## src/rtl/mole_hit_judge.sv

```systemverilog
// mole_hit_judge
//   Consumer side of the whack-a-mole position interface. Follows the mole
//   position generator, lights the LED of the current mole, judges the five
//   debounced buttons against it, keeps a BCD hit score and a saturating
//   miss count, and asks the generator for a new position after a hit.
//
// Parameters
//   TIMEOUT             cycles spent in WAIT_NEW before the change request
//                       is re-issued (1..65535)
//
// Ports
//   i_clk               system clock
//   i_rst_n             asynchronous active-low reset
//   i_mole_position     generator mole index, 0..4 valid, 5..7 = no mole
//   i_position_changed  one-cycle pulse, i_mole_position valid with it
//   i_btn               debounced button levels, bit k = hole k
//   o_change_position   one-cycle request for a new position
//   o_mole_onehot       LED drive, one-hot of the latched position in ARMED
//   o_mole_valid        high only in ARMED
//   o_hit / o_miss      one-cycle pulses per scored hit / wrong press
//   o_score_tens/ones   BCD hit count, saturates at 99
//   o_misses            binary miss count, saturates at 15
//   o_dbg_state         current FSM state (0 IDLE, 1 ARMED, 2 WAIT_NEW)
//
// Handshake: o_change_position is a single-cycle request with no ready;
// the generator answers some cycles later with a single-cycle
// i_position_changed strobe carrying i_mole_position in the same cycle.
// Nothing is ever held waiting on a ready signal.

module mole_hit_judge #(
  parameter logic [15:0] TIMEOUT = 16'd1000
) (
  input  logic       i_clk,
  input  logic       i_rst_n,
  input  logic [2:0] i_mole_position,
  input  logic       i_position_changed,
  input  logic [4:0] i_btn,
  output logic       o_change_position,
  output logic [4:0] o_mole_onehot,
  output logic       o_mole_valid,
  output logic       o_hit,
  output logic       o_miss,
  output logic [3:0] o_score_tens,
  output logic [3:0] o_score_ones,
  output logic [3:0] o_misses,
  output logic [1:0] o_dbg_state
);

  typedef enum logic [1:0] {
    IDLE     = 2'd0,
    ARMED    = 2'd1,
    WAIT_NEW = 2'd2
  } state_t;

  state_t      r_state;
  logic [4:0]  r_btn_q;
  logic [2:0]  r_pos;
  logic [15:0] r_timer;
  logic        r_change;
  logic [4:0]  r_onehot;
  logic        r_valid;
  logic        r_hit;
  logic        r_miss;
  logic [3:0]  r_tens;
  logic [3:0]  r_ones;
  logic [3:0]  r_misses;

  logic [4:0]  w_rise;
  logic        w_pos_ok;
  logic [4:0]  w_new_onehot;
  logic [4:0]  w_cur_onehot;

  assign w_rise       = i_btn & ~r_btn_q;
  assign w_pos_ok     = (i_mole_position < 3'd5);
  assign w_new_onehot = w_pos_ok ? (5'b00001 << i_mole_position) : 5'b00000;
  assign w_cur_onehot = 5'b00001 << r_pos;

  always_ff @(posedge i_clk or negedge i_rst_n) begin
    if (!i_rst_n) begin
      r_state  <= IDLE;
      // All ones so a button held through reset is not seen as a press.
      r_btn_q  <= 5'b11111;
      r_pos    <= 3'd0;
      r_timer  <= 16'd0;
      r_change <= 1'b0;
      r_onehot <= 5'b00000;
      r_valid  <= 1'b0;
      r_hit    <= 1'b0;
      r_miss   <= 1'b0;
      r_tens   <= 4'd0;
      r_ones   <= 4'd0;
      r_misses <= 4'd0;
    end else begin
      r_btn_q  <= i_btn;
      r_change <= 1'b0;
      r_hit    <= 1'b0;
      r_miss   <= 1'b0;

      case (r_state)
        IDLE: begin
          if (i_position_changed && w_pos_ok) begin
            r_pos    <= i_mole_position;
            r_state  <= ARMED;
            r_valid  <= 1'b1;
            r_onehot <= w_new_onehot;
          end
        end

        ARMED: begin
          // A new position overrides any press in the same cycle.
          if (i_position_changed) begin
            if (w_pos_ok) begin
              r_pos    <= i_mole_position;
              r_onehot <= w_new_onehot;
            end else begin
              r_state  <= IDLE;
              r_valid  <= 1'b0;
              r_onehot <= 5'b00000;
            end
          end else if (w_rise == w_cur_onehot) begin
            r_hit    <= 1'b1;
            r_change <= 1'b1;
            r_state  <= WAIT_NEW;
            r_timer  <= 16'd0;
            r_valid  <= 1'b0;
            r_onehot <= 5'b00000;
            if (!(r_tens == 4'd9 && r_ones == 4'd9)) begin
              if (r_ones == 4'd9) begin
                r_ones <= 4'd0;
                r_tens <= r_tens + 4'd1;
              end else begin
                r_ones <= r_ones + 4'd1;
              end
            end
          end else if (w_rise != 5'b00000) begin
            // Wrong button, or the right one together with a wrong one.
            r_miss <= 1'b1;
            if (r_misses != 4'd15) begin
              r_misses <= r_misses + 4'd1;
            end
          end
        end

        WAIT_NEW: begin
          if (i_position_changed) begin
            if (w_pos_ok) begin
              r_pos    <= i_mole_position;
              r_state  <= ARMED;
              r_valid  <= 1'b1;
              r_onehot <= w_new_onehot;
            end else begin
              r_state  <= IDLE;
            end
          end else if (r_timer == TIMEOUT - 16'd1) begin
            // Generator seems to have missed the request; ask again.
            r_change <= 1'b1;
            r_timer  <= 16'd0;
          end else begin
            r_timer <= r_timer + 16'd1;
          end
        end

        default: begin
          r_state  <= IDLE;
          r_valid  <= 1'b0;
          r_onehot <= 5'b00000;
        end
      endcase
    end
  end

  assign o_change_position = r_change;
  assign o_mole_onehot     = r_onehot;
  assign o_mole_valid      = r_valid;
  assign o_hit             = r_hit;
  assign o_miss            = r_miss;
  assign o_score_tens      = r_tens;
  assign o_score_ones      = r_ones;
  assign o_misses          = r_misses;
  assign o_dbg_state       = r_state;

endmodule

```

## config.mk

```make
export PLATFORM = sky130hd
export DESIGN_NAME = mole_hit_judge
export DESIGN_NICKNAME = d
export VERILOG_FILES = /design/src/rtl/mole_hit_judge.sv
export SDC_FILE = /design/constraint.sdc
export NUM_CORES = 1
export LEC_CHECK = 0
export CORE_MARGIN = 3
export CORE_UTILIZATION = 57
export CTS_CLUSTER_SIZE = 30
export DETAILED_ROUTE_END_ITERATION = 8
export GPL_TIMING_DRIVEN = 1
export PLACE_DENSITY = 0.82
export SLEW_MARGIN = 20
export SYNTH_ARGS = -nofsm -noshare
export SYNTH_HDL_FRONTEND = slang
export SYNTH_SLANG_ARGS = --single-unit
```

## constraint.sdc

```tcl
create_clock -name i_clk -period 2.8 [get_ports i_clk]
set_input_delay 0.7 -clock i_clk [delete_from_list [all_inputs] [get_ports i_clk]]
set_output_delay 0.7 -clock i_clk [all_outputs]
set_load 0.01 [all_outputs]
```

== Yosys cells after proc, flatten, opt, wreduce, memory -nomap -nowiden ==
Cells that the tools add are included.
W data, S select, Z words.
Cells by class
  shifts and indexed selects: 2
  reduce and logical (&&, ||, !) cells: 15
  equality and inequality tests: 17
  mux-type cells: 42
  $add $sub $neg: 4
  bitwise operators: 5
  $lt $le $gt $ge: 1
Operator list (count)
  $mux W16: 4
  $mux W5: 7
  $pmux W16 S2: 1
  $reduce_and A4 Y1: 5
  $add A16 B1 Y16 const B: 1
  $eq A16 B10 Y1 const B: 1
  $mux W1: 16
  $pmux W5 S3: 1
  $reduce_and A5 Y1: 3
  $add A4 B1 Y4 const B: 3
  $ne A2 B2 Y1 const B: 6
  $mux W2: 5
  $shl A1 B3 Y5 const A: 2
  $mux W3: 3
  $eq A4 B4 Y1 const B: 2
  $ne A3 B3 Y1 const B: 2
  $pmux W2 S3: 1
  $pmux W3 S2: 1
  $and A5 B5 Y5: 1
  $eq A5 B5 Y1: 1
  $not A5 Y5: 1
  $reduce_bool A5 Y1: 1
  $mux W4: 1
  $ne A2 B1 Y1 const B: 2
  11 further kinds: 15
Storage, ports and cells
  input bits: 11
  output and inout port bits: 23
  bits in registers: 47
  word-level logic and storage cells: 98

== Logic depth before layout (Yosys ltp) ==
  depth after elaboration: 7
  depth in mapped cells: 9

== Worst setup path before layout ==
No wires, ideal clock.
  kind: input -> register
  start point: input i_btn[3]
  end point: register r_tens[3], in the netlist o_score_tens[3]
  data required time: 2675 ps
  path slack: 752 ps
  arrival: 1923 ps
  stages: 6
  path buffers: 0
  library setup time: 125 ps
  path through: nor2b_1 -> xnor2_1 -> or2_2 -> nor4_4 -> nand4_1 -> xnor2_1
On the way
  cells in the longest elaborated chain, start to end: 3
RTL lines
  from (decl): RTL line 37  | input logic [4:0] i_btn,
  $and A5 B5 Y5: RTL line 73  | assign w_rise = i_btn & ~r_btn_q;
  $eq A5 B5 Y1: RTL line 120  | end else if (w_rise == w_cur_onehot) begin
  $reduce_and A5 Y1 (no line)
  to (signal assigned): RTL line 130  | r_tens <= r_tens + 4'd1;
  to (decl): RTL line 64  | logic [3:0] r_tens;
Every way passes these cells.
A chain may end at the register's enable or synchronous reset.

== Worst setup path after layout ==
  start point: input i_btn[3]
  end point: register r_ones[1], in the netlist o_score_ones[1]
On the way
  cells in the longest elaborated chain, start to end: 3
RTL lines
  $and A5 B5 Y5: RTL line 73
  $eq A5 B5 Y1: RTL line 120
  $reduce_and A4 Y1 (no line)
  to (signal assigned): RTL line 132  | r_ones <= r_ones + 4'd1;
  to (decl): RTL line 65  | logic [3:0] r_ones;
Every way passes these cells.

==> run summary <==
Outcome = complete, no violations
Yosys Warn Count = 0
Max cap viols = 0
Avg WL per Cell = 14.64 microns
Syn nets = 272
R2R setup slack = 0.58 ns
Placed Instances = 339
Ys flop type = dfrtp_1
TritonCTS buffer count = 5
Type of destination of the critical path = flip-flop
Root Driver = clkbuf_8
Count of cell types in the netlist = 46
Critical Path, Cell by Cell = clkdlybuf4s50_1, nor2b_1, xnor2_1, or2_2, nor3_1, mux2_2
PostCTS Resize Cnt = 0
Chip height = 72.87 microns
Initial antenna violation count = 0
GRT Total Usage = 21.01%
F_max = 426.0 MHz
First DRT Iteration DRCs = 156
Slowest CP cell = clkdlybuf4s50_1
Fin nets = 316
Fin cells = 347
Postcts setup bufs = 0
Crit share post-route = 83.83%
Max VDD drop = 0.0005633 V
Vias in the first global route = 1,944
Die area = 5310 sq um
Synth area leader = dfrtp_1
Post-route minimum period = 2.347 ns
Startpoint Class = input pin
Vias/cell = 5.893
Main area contributors after synthesis = dfrtp_1, mux2_2, dfstp_2
Ratio of cells with drive above 1 in the final layout = 14.14%
# DRC = 0
Fin util = 73.61%
Met3 GRT Util = 4.270%
Clock edge transition at the registers on the reported setup and hold paths = 0.08 ns
Via Count = 2,045
Gpl congestion = 0.8746
Largest net degree at the start of global routing = 48
Final slew viol count = 0
Final Setup Violations = 0
Syn Area/Cell = 10.11 sq um
1st-pass router iterations = 4
IO buf count = 33
CTS tree = yes
Final wirelength = 5.081 mm
Hold/Removal Path Class = input pin to asynchronous set/reset pin
Critical path class = input pin to flip-flop
EDFF count, synth = 0
GRT met2 Usage = 34.87%
Seq/Total Area, Yosys = 46.39%
Netlist Area Pre-Place = 2549 sq um
CTS Hold Bufs = 0
CTS Sinks = 47
Seq cells post-synth = 47
Worst-path fanout max = 4
Clk_lat worst skew = 0.30 ns
Setup TNS = 0 ns
Global-route wire length before repair = 8.797 mm
Htree depth = 2
P&R area growth vs syn = 19.69%
Synth async-reset ratio = 100.0%
Core Area = 4144 sq um
Power Dens Cells = 822.5 nW/um^2
Starting Density = 61.50%
RSZ-0062 raised after global routing = no
Ports = 34
Sequential Area = 1182 sq um
Area of the multi-input gates = 1301 sq um
Max_slew headroom = 62.25%
Total congestion overflow = 0
Worst Path Required = 2.99 ns
Post-route ant nets = 0
CP peak stage delay = 0.48 ns
Cells after Synth = 252
Hpwl dp = 3.654 mm
Fillers = 324
Leakage power = 1.298 nW
Critical Path AT = 2.54 ns
Worst-Margin Slew = 0.5663 ns
Num rows = 23
Synth top area share = 41.24%
N_diodes = 0
M1 GR Usage = 27.82%
Chip Width = 72.87 microns
Clock Path Buffers = 2
Hold violation count in the final report = 0
Clock Skews = 0.007662 ns
Gr busiest metal = met2
## routing by layer
metal / share of wire, % / up-vias / wire, microns
met5: 0 / - / 0
met4: 1.2 / 0 / 61
met3: 3.2 / 7 / 164
met2: 49 / 35 / 2492
met1: 46 / 996 / 2362
li1: - / 1007 / -
## power breakdown
group | total (mW) | switching, mW | internal, mW
Combinational | 1.13 | 0.565 | 0.565
Sequential | 0.988 | 0.166 | 0.822
Clock | 0.391 | 0.216 | 0.175
Total | 2.51 | 0.946 | 1.56
## cell usage after synthesis (2+ instances only)
master and count:
nor2_1 17, o21a_1 2, mux2_2 12, o211ai_1 2, nand3_1 13, nor2b_1 6, nand4_1 5, nand2_1 17
mux2i_1 2, o21ai_0 20, or2_2 2, a21oi_1 11, and4b_1 2, o31ai_1 10, buf_6 2, xnor2_1 6
ha_1 9, dfstp_2 5, inv_1 8, nand2b_1 9, a31oi_1 7, clkbuf_1 2, and3_1 7, nor3_1 5
and2_1 2, xor2_1 4, and4_1 2, dfrtp_1 42, nor3b_1 4
## placed cells by master, fill, tap and decap left out, drive strengths merged, types with 3 or more instances in the layout
| master | count |
|---|---|
| dfrtp | 42 |
| clkdlybuf4s50 | 32 |
| o21ai | 20 |
| nor2 | 17 |
| nand2 | 17 |
| nand3 | 14 |
| mux2 | 12 |
| a21oi | 12 |
| o31ai | 10 |
| buf | 10 |
| nand2b | 9 |
| ha | 9 |
| inv | 8 |
| and3 | 8 |
| a31oi | 8 |
| clkbuf | 7 |
| nor2b | 6 |
| xnor2 | 6 |
| nor3 | 5 |
| nand4 | 5 |
| dfstp | 5 |
| nor3b | 5 |
| xor2 | 4 |
| or2 | 3 |
## cell families (layout without fill, tap and decap cells)
kind of cell	after synthesis	count (layout)	synth area share, %
adder cells (fa/ha/maj)	9	9	4.418
AO/OA/AOI/OAI	60	60	15.17
XOR/XNOR	10	10	3.436
buffers and inverters	13	58	2.553
multiplexers	14	14	6.087
AND/OR/NAND/NOR	99	99	21.94
flip-flops	47	47	46.39
## cell type report
cell class | count | share of cell area [%]
Clock buffer | 7 | 2.502
Timing Repair Buffer | 42 | 12.88
Sequential cell | 47 | 38.76
Inverter | 8 | 0.9844
Multi-Input combinational cell | 192 | 42.66
Clock inverter | 1 | 0.1641
Tap cell | 50 | 2.051
## sequential cells by signal (all words and copies together) (netlist names)
| register | cells |
|---|---|
| o_change_position | 1 |
| o_dbg_state | 2 |
| o_hit | 1 |
| o_miss | 1 |
| o_misses | 4 |
| o_mole_onehot | 5 |
| o_mole_valid | 1 |
| o_score_ones | 4 |
| o_score_tens | 4 |
| r_btn_q | 5 |
| r_pos | 3 |
| r_timer | 16 |
## metrics by stage
stage	hold WS, ns	power (mW)	cell area (sq um)	setup WS [ns]
after global routing	0.5064	2.702	3050	0.3069
after global placement	0.4612	2.101	2969	0.1830
final	0.4790	2.509	3050	0.4528
after detailed placement	0.4761	2.127	2969	0.1571
after floorplan	0.4044	1.711	2549	0.7517
after CTS	0.4878	2.524	3050	0.4644
## worst paths after layout
kind / start / end / cells after the start
worst max-delay path: i_btn[3] / o_score_ones[1] / 6
worst min-delay path: i_rst_n / r_timer[8] / 2
worst max register to register: o_dbg_state[1] / o_misses[1] / 8
worst min register to register: r_timer[9] / r_timer[9] / 1
max in group asynchronous: i_rst_n / r_btn_q[3] / 2
min in group i_clk: r_timer[9] / r_timer[9] / 1
## critical path, delay by kind of cell
| family | cells | cell delay [ns] |
|---|---|---|
| AND/OR/NAND/NOR | 3 | 0.88 |
| XOR/XNOR | 1 | 0.11 |
| buffers and inverters | 1 | 0.48 |
| multiplexers | 1 | 0.37 |
No activity file was read; power rests on OpenSTA's default activity.
